--- src/rtl/if_addr_gen_if.sv ---
// Read-beat bus between the IF address generator and the IF buffer / systolic feeder.
// A beat transfers on a cycle where rd_en and rd_ready are both high.
interface if_addr_gen_if #(
    parameter int ADDR_W = 16
) ();
    logic [ADDR_W-1:0] rd_addr;
    logic              rd_en;
    logic              rd_last;
    logic              rd_ready;

    modport master (
        output rd_addr,
        output rd_en,
        output rd_last,
        input  rd_ready
    );

    modport slave (
        input  rd_addr,
        input  rd_en,
        input  rd_last,
        output rd_ready
    );
endinterface

--- src/rtl/if_addr_gen.sv ---
// IF read address generator: sweeps a rows x cols tile with an arbitrary row pitch,
// issuing one registered read address per beat over the rd_* valid/ready bus.
module if_addr_gen #(
    parameter int ADDR_W = 16,
    parameter int DIM_W  = 8
) (
    input  logic              clk,
    input  logic              rst,
    input  logic              if_read,
    input  logic              clr_if,
    output logic              if_done,
    input  logic [ADDR_W-1:0] cfg_base,
    input  logic [ADDR_W-1:0] cfg_pitch,
    input  logic [DIM_W-1:0]  cfg_rows,
    input  logic [DIM_W-1:0]  cfg_cols,
    if_addr_gen_if.master     rd,
    output logic              busy
);

    localparam logic [1:0] IDLE  = 2'd0;
    localparam logic [1:0] RUN   = 2'd1;
    localparam logic [1:0] DRAIN = 2'd2;

    logic [1:0]        state;
    logic [ADDR_W-1:0] pitch_q;
    logic [ADDR_W-1:0] row_base;
    logic [DIM_W-1:0]  rows_m1;
    logic [DIM_W-1:0]  cols_m1;
    logic [DIM_W-1:0]  row_cnt;
    logic [DIM_W-1:0]  col_cnt;
    logic [ADDR_W-1:0] addr_q;
    logic              en_q;
    logic              last_q;

    logic              start;
    logic              dims_ok;
    logic              first_last;
    logic              accept;
    logic              at_col_end;
    logic              at_row_end;
    logic              at_last;
    logic [ADDR_W-1:0] next_row_base;
    logic [ADDR_W-1:0] adv_addr;
    logic [DIM_W-1:0]  adv_row;
    logic [DIM_W-1:0]  adv_col;
    logic              adv_last;

    assign start      = if_read & clr_if;
    assign dims_ok    = (cfg_rows != '0) && (cfg_cols != '0);
    assign first_last = (cfg_rows == DIM_W'(1)) && (cfg_cols == DIM_W'(1));
    assign accept     = en_q & rd.rd_ready;

    // Counters always name the beat on the bus, or the next beat to present while rd_en=0.
    always_comb begin
        at_col_end    = (col_cnt == cols_m1);
        at_row_end    = (row_cnt == rows_m1);
        at_last       = at_col_end & at_row_end;
        next_row_base = row_base + pitch_q;
        if (at_col_end) begin
            adv_addr = next_row_base;
            adv_col  = '0;
            adv_row  = row_cnt + DIM_W'(1);
        end else begin
            adv_addr = addr_q + ADDR_W'(1);
            adv_col  = col_cnt + DIM_W'(1);
            adv_row  = row_cnt;
        end
        adv_last = (adv_row == rows_m1) && (adv_col == cols_m1);
    end

    always_ff @(posedge clk or posedge rst) begin
        if (rst) begin
            state    <= IDLE;
            pitch_q  <= '0;
            row_base <= '0;
            rows_m1  <= '0;
            cols_m1  <= '0;
            row_cnt  <= '0;
            col_cnt  <= '0;
            addr_q   <= '0;
            en_q     <= 1'b0;
            last_q   <= 1'b0;
            if_done  <= 1'b0;
            busy     <= 1'b0;
        end else begin
            case (state)
                IDLE, RUN: begin
                    if (start) begin
                        // A restart from RUN drops the pending beat for one cycle before the new first beat.
                        pitch_q  <= cfg_pitch;
                        rows_m1  <= cfg_rows - DIM_W'(1);
                        cols_m1  <= cfg_cols - DIM_W'(1);
                        row_base <= cfg_base;
                        addr_q   <= cfg_base;
                        row_cnt  <= '0;
                        col_cnt  <= '0;
                        busy     <= 1'b1;
                        en_q     <= dims_ok && (state == IDLE);
                        last_q   <= dims_ok && (state == IDLE) && first_last;
                        if (dims_ok) begin
                            state   <= RUN;
                            if_done <= 1'b0;
                        end else begin
                            state   <= DRAIN;
                            if_done <= 1'b1;
                        end
                    end else if (state == RUN) begin
                        if (accept) begin
                            if (last_q) begin
                                state   <= DRAIN;
                                en_q    <= 1'b0;
                                last_q  <= 1'b0;
                                if_done <= 1'b1;
                            end else begin
                                addr_q  <= adv_addr;
                                col_cnt <= adv_col;
                                row_cnt <= adv_row;
                                if (at_col_end) begin
                                    row_base <= next_row_base;
                                end
                                en_q   <= if_read;
                                last_q <= if_read & adv_last;
                            end
                        end else if (!en_q && if_read) begin
                            en_q   <= 1'b1;
                            last_q <= at_last;
                        end
                    end
                end
                DRAIN: begin
                    state   <= IDLE;
                    if_done <= 1'b0;
                    busy    <= 1'b0;
                end
                default: begin
                    state   <= IDLE;
                    en_q    <= 1'b0;
                    last_q  <= 1'b0;
                    if_done <= 1'b0;
                    busy    <= 1'b0;
                end
            endcase
        end
    end

    assign rd.rd_addr = addr_q;
    assign rd.rd_en   = en_q;
    assign rd.rd_last = last_q;

endmodule

--- src/flat_wrapper.sv ---
// flat-port wrapper written by rule: the top's interface ports become plain ports
module if_addr_gen_flat 
#(
    parameter int ADDR_W = 16,
    parameter int DIM_W  = 8
)
  (clk, rst, if_read, clr_if, if_done, cfg_base, cfg_pitch, cfg_rows, cfg_cols, busy, rd_rd_addr, rd_rd_en, rd_rd_last, rd_rd_ready);
  if_addr_gen_if #(.ADDR_W(ADDR_W)) rd_i ();
  input  logic clk;
  input  logic rst;
  input  logic if_read;
  input  logic clr_if;
  output logic if_done;
  input  logic [ADDR_W-1:0] cfg_base;
  input  logic [ADDR_W-1:0] cfg_pitch;
  input  logic [DIM_W-1:0] cfg_rows;
  input  logic [DIM_W-1:0] cfg_cols;
  output logic busy;
  output wire logic [$bits(rd_i.rd_addr)-1:0] rd_rd_addr;
  output wire logic [$bits(rd_i.rd_en)-1:0] rd_rd_en;
  output wire logic [$bits(rd_i.rd_last)-1:0] rd_rd_last;
  input wire logic [$bits(rd_i.rd_ready)-1:0] rd_rd_ready;
  assign rd_rd_addr = rd_i.rd_addr;
  assign rd_rd_en = rd_i.rd_en;
  assign rd_rd_last = rd_i.rd_last;
  assign rd_i.rd_ready = rd_rd_ready;
  if_addr_gen #(.ADDR_W(ADDR_W), .DIM_W(DIM_W)) u_core (.clk(clk), .rst(rst), .if_read(if_read), .clr_if(clr_if), .if_done(if_done), .cfg_base(cfg_base), .cfg_pitch(cfg_pitch), .cfg_rows(cfg_rows), .cfg_cols(cfg_cols), .rd(rd_i), .busy(busy));
endmodule
--- config.mk ---
export PLATFORM = sky130hd
export DESIGN_NAME = if_addr_gen_flat
export DESIGN_NICKNAME = d
export VERILOG_FILES = /design/src/rtl/if_addr_gen_if.sv /design/src/rtl/if_addr_gen.sv /design/src/flat_wrapper.sv
export SDC_FILE = /design/constraint.sdc
export NUM_CORES = 1
export LEC_CHECK = 0
export CAP_MARGIN = 5
export CORE_MARGIN = 1
export CORE_UTILIZATION = 30
export DETAILED_ROUTE_END_ITERATION = 8
export GPL_TIMING_DRIVEN = 0
export PLACE_DENSITY = 0.49
export SKIP_CTS_REPAIR_TIMING = 1
export SLEW_MARGIN = 20
export SYNTH_ARGS = -nofsm -noshare
export SYNTH_HDL_FRONTEND = slang
export SYNTH_SLANG_ARGS = --single-unit
--- constraint.sdc ---
create_clock -name clk -period 3.1 [get_ports clk]
set_clock_uncertainty 0.1 [all_clocks]
set_input_delay 0.62 -clock clk [delete_from_list [all_inputs] [get_ports clk]]
set_output_delay 0.62 -clock clk [all_outputs]
set_load 0.03 [all_outputs]
Yosys cells after proc, flatten, opt, wreduce, memory -nomap -nowiden
Index checks and enable logic that the tools add are counted.

Reduce and logical (&&, ||, !) cells: 19. Mux-type cells: 46. Bitwise operators: 5. $add $sub $neg: 6. Eq/ne operators: 14.

Operator list (number): 16-bit 2-to-1 mux (10); 8-bit 2-to-1 mux (10); 8-bit equality test (4); 1-bit 2-to-1 mux (18); 16-bit by 1-bit adder with 16-bit output (second input constant) (1); 16-bit adder (1); 8-bit by 1-bit adder with 8-bit output (second input constant) (2); 8-bit by 1-bit equality test with 1-bit output (second input constant) (2); 8-bit nonzero test (2); 8-bit by 1-bit subtractor with 8-bit output (second input constant) (2); 2-bit 2-to-1 mux (6); 3-bit by 1-bit != test with 1-bit output (second input constant) (3); 1-bit logical AND (6); 3-bit AND reduction (2); 2-bit nonzero test (3); 5-bit AND reduction (1); 1-bit AND (4); 4-bit by 1-bit != test with 1-bit output (second input constant) (1); 1-bit one-hot mux with 2 select lines (2); 4-bit AND reduction (1); 2-bit by 1-bit equality test with 1-bit output (second input constant) (1); 2-bit equality test (second input constant) (1); 2-bit logical NOT (1); 2-bit by 1-bit != test with 1-bit output (second input constant) (1); 5 further kinds (5).

Output and inout port bits: 20. Register bits: 86. Bits of input ports: 53. Logic and storage cells: 102.

Logic depth before layout (Yosys ltp)
Word-level depth: 10. Depth in mapped cells: 11.

Worst setup path after synthesis
Ideal clock, no wire load.

Path type: register -> register. From: register u_core.row_base[0]. To: register u_core.addr_q[12] (netlist: u_core.rd.rd_addr[12]). Library setup time: 0.124 ns. Stages on the path, launching flop included: 12. Clock period less this slack: 2.837 ns. Arrival: 2.613 ns. Setup slack: 0.263 ns. Cells stage by stage: dfrtp_1 -> ha_1 -> inv_1 -> fa_1 -> nor2b_1 -> o31a_1 -> or4_1 -> a311o_1 -> a21o_1 -> a2111o_1 -> o21ai_1 -> nor3_1.

Longest elaborated chain between the ends: 6.

Ends and longest elaborated chain: from (decl) (line if_addr_gen.sv:26) `logic [ADDR_W-1:0] row_base;`; from (signal assigned) (line if_addr_gen.sv:93) `row_base <= cfg_base;`; from (signal assigned) (line if_addr_gen.sv:119) `row_base <= next_row_base;`; 16-bit adder (line if_addr_gen.sv:58) `next_row_base = row_base + pitch_q;`; 16-bit 2-to-1 mux (line if_addr_gen.sv:59) `if (at_col_end) begin`; 16-bit 2-to-1 mux (line if_addr_gen.sv:109) `if (last_q) begin`; 16-bit 2-to-1 mux (line if_addr_gen.sv:108) `if (accept) begin`; 16-bit 2-to-1 mux (line if_addr_gen.sv:107) `end else if (state == RUN) begin`; 16-bit 2-to-1 mux (line if_addr_gen.sv:88) `if (start) begin`; to (signal assigned) (line if_addr_gen.sv:94) `addr_q <= cfg_base;`; to (signal assigned) (line if_addr_gen.sv:115) `addr_q <= adv_addr;`; to (decl) (line if_addr_gen.sv:31) `logic [ADDR_W-1:0] addr_q;`.

No other way between the ends. The select of a mux whose other input is x is not followed. A chain may end at the register's enable or synchronous reset.

Worst setup path after layout
From: input if_read. To: register u_core.last_q (netlist: u_core.rd.rd_last).

Longest elaborated chain between the ends: 6.

Ends and longest elaborated chain: from (decl) (line flat_wrapper.sv:11) `input logic if_read;`; 1-bit AND (line if_addr_gen.sv:122) `last_q <= if_read & adv_last;`; 1-bit 2-to-1 mux (line if_addr_gen.sv:109); 1-bit 2-to-1 mux (line if_addr_gen.sv:108); 1-bit 2-to-1 mux (line if_addr_gen.sv:107); 1-bit 2-to-1 mux (line if_addr_gen.sv:88); 1-bit one-hot mux with 2 select lines (line if_addr_gen.sv:86) `case (state)`; to (signal assigned) (line if_addr_gen.sv:99) `last_q <= dims_ok && (state == IDLE) && first_last;`; to (signal assigned) (line if_addr_gen.sv:122); to (signal assigned) (line if_addr_gen.sv:126) `last_q <= at_last;`; to (decl) (line if_addr_gen.sv:33) `logic last_q;`.

Parallel ways exist; a longest one is shown, timed or not. The select of a mux whose other input is x is not followed.

==> results_dict.tcl <==
set metrics [dict create \
    drc 0 \
    post_synth_main_area_contributors "dfrtp_1 39%, xnor2_1 6.0%, ha_1 5.5%, o21ai_0 5.5%, nand2_1 5.0%" \
    power.density_nw_per_um2 803 \
    power.static_leakage_nw 2.78 \
    timing.final.crit_share_pct 98.2 \
    cp-start-kind "primary input" \
    max_stage_delay_ns 0.70 \
    die_w_um 137 \
    ctsHtreeMaxLevel 3 \
    cts_made_buffers 9 \
    antenna_left 0 \
    worst_setup_path_end_kind "flop" \
    crit_chain "clkdlybuf4s50_1, nand2b_1, a2111oi_1, o31a_1, o211ai_1, or4_1, o311a_1, a211oi_2" \
    relSlewSlack_pct 46.9 \
    setup_ws_ns 0.0553 \
    syn_inst 628 \
    synth_edf_count 0 \
    synthFlopType "dfrtp_1" \
    first_iter_violations 343 \
    synth_top_cell_by_area "dfrtp_1" \
    slowest_stage "a2111oi_1" \
    clk_latency_ns 0.35 \
    synthArstFlopShare_pct 100 \
    cp.arrival_ns 3.20 \
    grt_first_pass_wirelength_um 26200 \
    grt_max_degree 46 \
    dpl.hpwl_um 12600 \
    vias 5078 \
    firstDrtPassIters 5 \
    drive_gt1_share_pct 9.87 \
    whs_ns 0.401 \
    nets 793 \
    rows 49 \
    grt_pass1_vias 4898 \
    finalHoldViolCount 0 \
    synth_top_area_share_pct 38.6 \
    synthToLayoutAreaGrowth_pct 26.9 \
    synth_common_cells "85 x dfrtp_1, 73 x nand2_1, 60 x o21ai_0, 51 x nor2_1, 41 x a21oi_1" \
    drt-vias-per-instance 5.36 \
    fin_area_um2 6990 \
    grt_overflow 0 \
    crit_path_end "u_core.rd.rd_last$_DFFE_PP0P_" \
    finalMaxSlewViolations 0 \
    dieArea_um2 18900 \
    ios 73 \
    final.min_clock_period_ns 3.04 \
    worstPathMaxFanout 4 \
    setup_viol 0 \
    worstMarginPinSlew_ns 0.791 \
    setup_tns_ns 0 \
    status "completed" \
    placed_cell_area_um2 6550 \
    maxCapViolCount 0 \
    startpoint "if_read" \
    r2r_end "u_core.row_base[14]$_DFFE_PP0P_" \
    avgSynthCellArea_um2 8.77 \
    clk_pin_slew_ns 0.06 \
    hold_path_class "reg2reg" \
    max_freq_mhz 328 \
    grt.total_usage_pct 18.5 \
    initial_core_util_pct 30.7 \
    r2r_start "u_core.pitch_q[0]$_DFFE_PP0P_" \
    cts_tree "yes" \
    peakVddDrop_v 0.000377 \
    worstRegToRegCells 11 \
    gp_congestion 0.833 \
    clock_path_buffers 2 \
    netlist_area_um2 5510 \
    ys_warn_count 0 \
    port_buffers 72 \
    dp_worst_setup_slack_ns -0.841 \
    syn_nets 706 \
    required_ns 3.26 \
    seq_area_frac_synth_pct 38.6 \
    path_class "in2reg" \
    diodes 0 \
    cts-root-buf "clkbuf_16" \
    synth_cell_type_count 66 \
    wirelength_um 16900 \
    ff2ff_setup_slack_ns 0.07 \
    synth_most_common_cell "dfrtp_1" \
    cts_num_sinks 85 \
    antenna_found_initial 0 \
    coreArea_um2 18000 \
    drt-wirelength-per-cell_um 17.8 \
    die-height_um 137 \
    synth_seq_cells 85 \
]
report_power, final:
part / switching (mW) / internal (mW) / leakage (nW)
Sequential: 0.366 / 1.43 / 1.05
Clock: 0.446 / 0.666 / 0.143
Combinational: 1.46 / 1.24 / 1.59
per-layer routing:
| metal | global-route usage, % | part of all wire, % |
|---|---|---|
| met1 | 23.7 | 45 |
| met2 | 31.0 | 48 |
| met3 | 3.09 | 4.6 |
| met4 | 6.47 | 1.8 |
| met5 | 0 | 0 |
area by class of cell:
type	count	area, um2
fill	1780	11000
multi-input combinational	500	3320
sequential	85	2130
timing repair buffer	78	786
tap	229	287
clock buffer	14	264
buffer	26	115
inverter	15	58.8
clock inverter	1	30.0
how the worst min path moves through the flow:
stage | from | endpoint | slack [ns] | depth (start not counted)
floorplan | u_core.row_base[4]$_DFFE_PP0P_ | u_core.row_base[4]$_DFFE_PP0P_ | 0.36 | 2
global placement | u_core.row_base[5]$_DFFE_PP0P_ | u_core.row_base[5]$_DFFE_PP0P_ | 0.39 | 2
detailed placement | u_core.row_base[13]$_DFFE_PP0P_ | u_core.row_base[13]$_DFFE_PP0P_ | 0.39 | 2
CTS | u_core.row_base[13]$_DFFE_PP0P_ | u_core.row_base[13]$_DFFE_PP0P_ | 0.41 | 2
global route | u_core.row_base[13]$_DFFE_PP0P_ | u_core.row_base[13]$_DFFE_PP0P_ | 0.43 | 2
finish | u_core.row_base[13]$_DFFE_PP0P_ | u_core.row_base[13]$_DFFE_PP0P_ | 0.40 | 2
worst max-delay path, delay by kind of cell:
kind                   cells  cell delay, ns
AO/OA/AOI/OAI              5            1.52
AND/OR/NAND/NOR            2            0.53
buffers and inverters      1            0.53
cells in the final DEF, fill, tap and decap left out, types with 3 or more instances in the layout:
cell / instances
a22oi_1: 4
o22ai_1: 10
nor2_1: 49
nor3_1: 18
nand4_1: 10
inv_1: 13
a22o_1: 6
clkbuf_16: 9
buf_4: 5
nand3_1: 18
o211ai_1: 4
and2_1: 4
nand2_1: 73
clkbuf_1: 18
xnor2_1: 37
or4_1: 3
or2_2: 4
clkdlybuf4s50_1: 72
o21a_1: 4
a21oi_1: 40
dfrtp_1: 84
a21o_1: 5
o21ai_0: 60
nor4_1: 4
clkbuf_2: 6
a211oi_1: 5
o31a_1: 4
ha_1: 22
a31oi_1: 6
o22a_1: 4
mux2_2: 17
and3_1: 10
nand3b_1: 3
nand2b_1: 5
xor2_1: 17
sequential cells by signal, summed over array words and instances, names as in the netlist:
name	cells
u_core.busy	1
u_core.pitch_q	16
u_core.rd.rd_addr	16
u_core.row_base	16
u_core.state	1
u_core.col_cnt	8
u_core.cols_m1	8
u_core.row_cnt	8
u_core.rd.rd_en	1
u_core.rows_m1	8
u_core.if_done	1
u_core.rd.rd_last	1
logic make-up (layout without fill, tap and decap cells):
logic type	Yosys count	in the layout	synth area share, %
DFF	85	85	38.6
adders and majority gates	25	25	5.82
AOI/OAI and AO/OA	181	181	20.7
buffers and inverters	43	134	3.11
and+or+nand+nor	221	221	19.3
xor gates and xnor gates	55	55	8.75
muxes	18	18	3.66
stage by stage:
stage | cells | total power [mW] | utilization [%]
after floorplan | 628 | 3.51 | -
after global placement | 929 | 4.29 | 36.3
after detailed placement | 930 | 4.34 | 36.4
after CTS | 945 | 5.48 | 38.1
after global routing | 948 | 6.00 | 38.9
final | 948 | 5.61 | 38.9
Power figures use the tool's default switching activity.
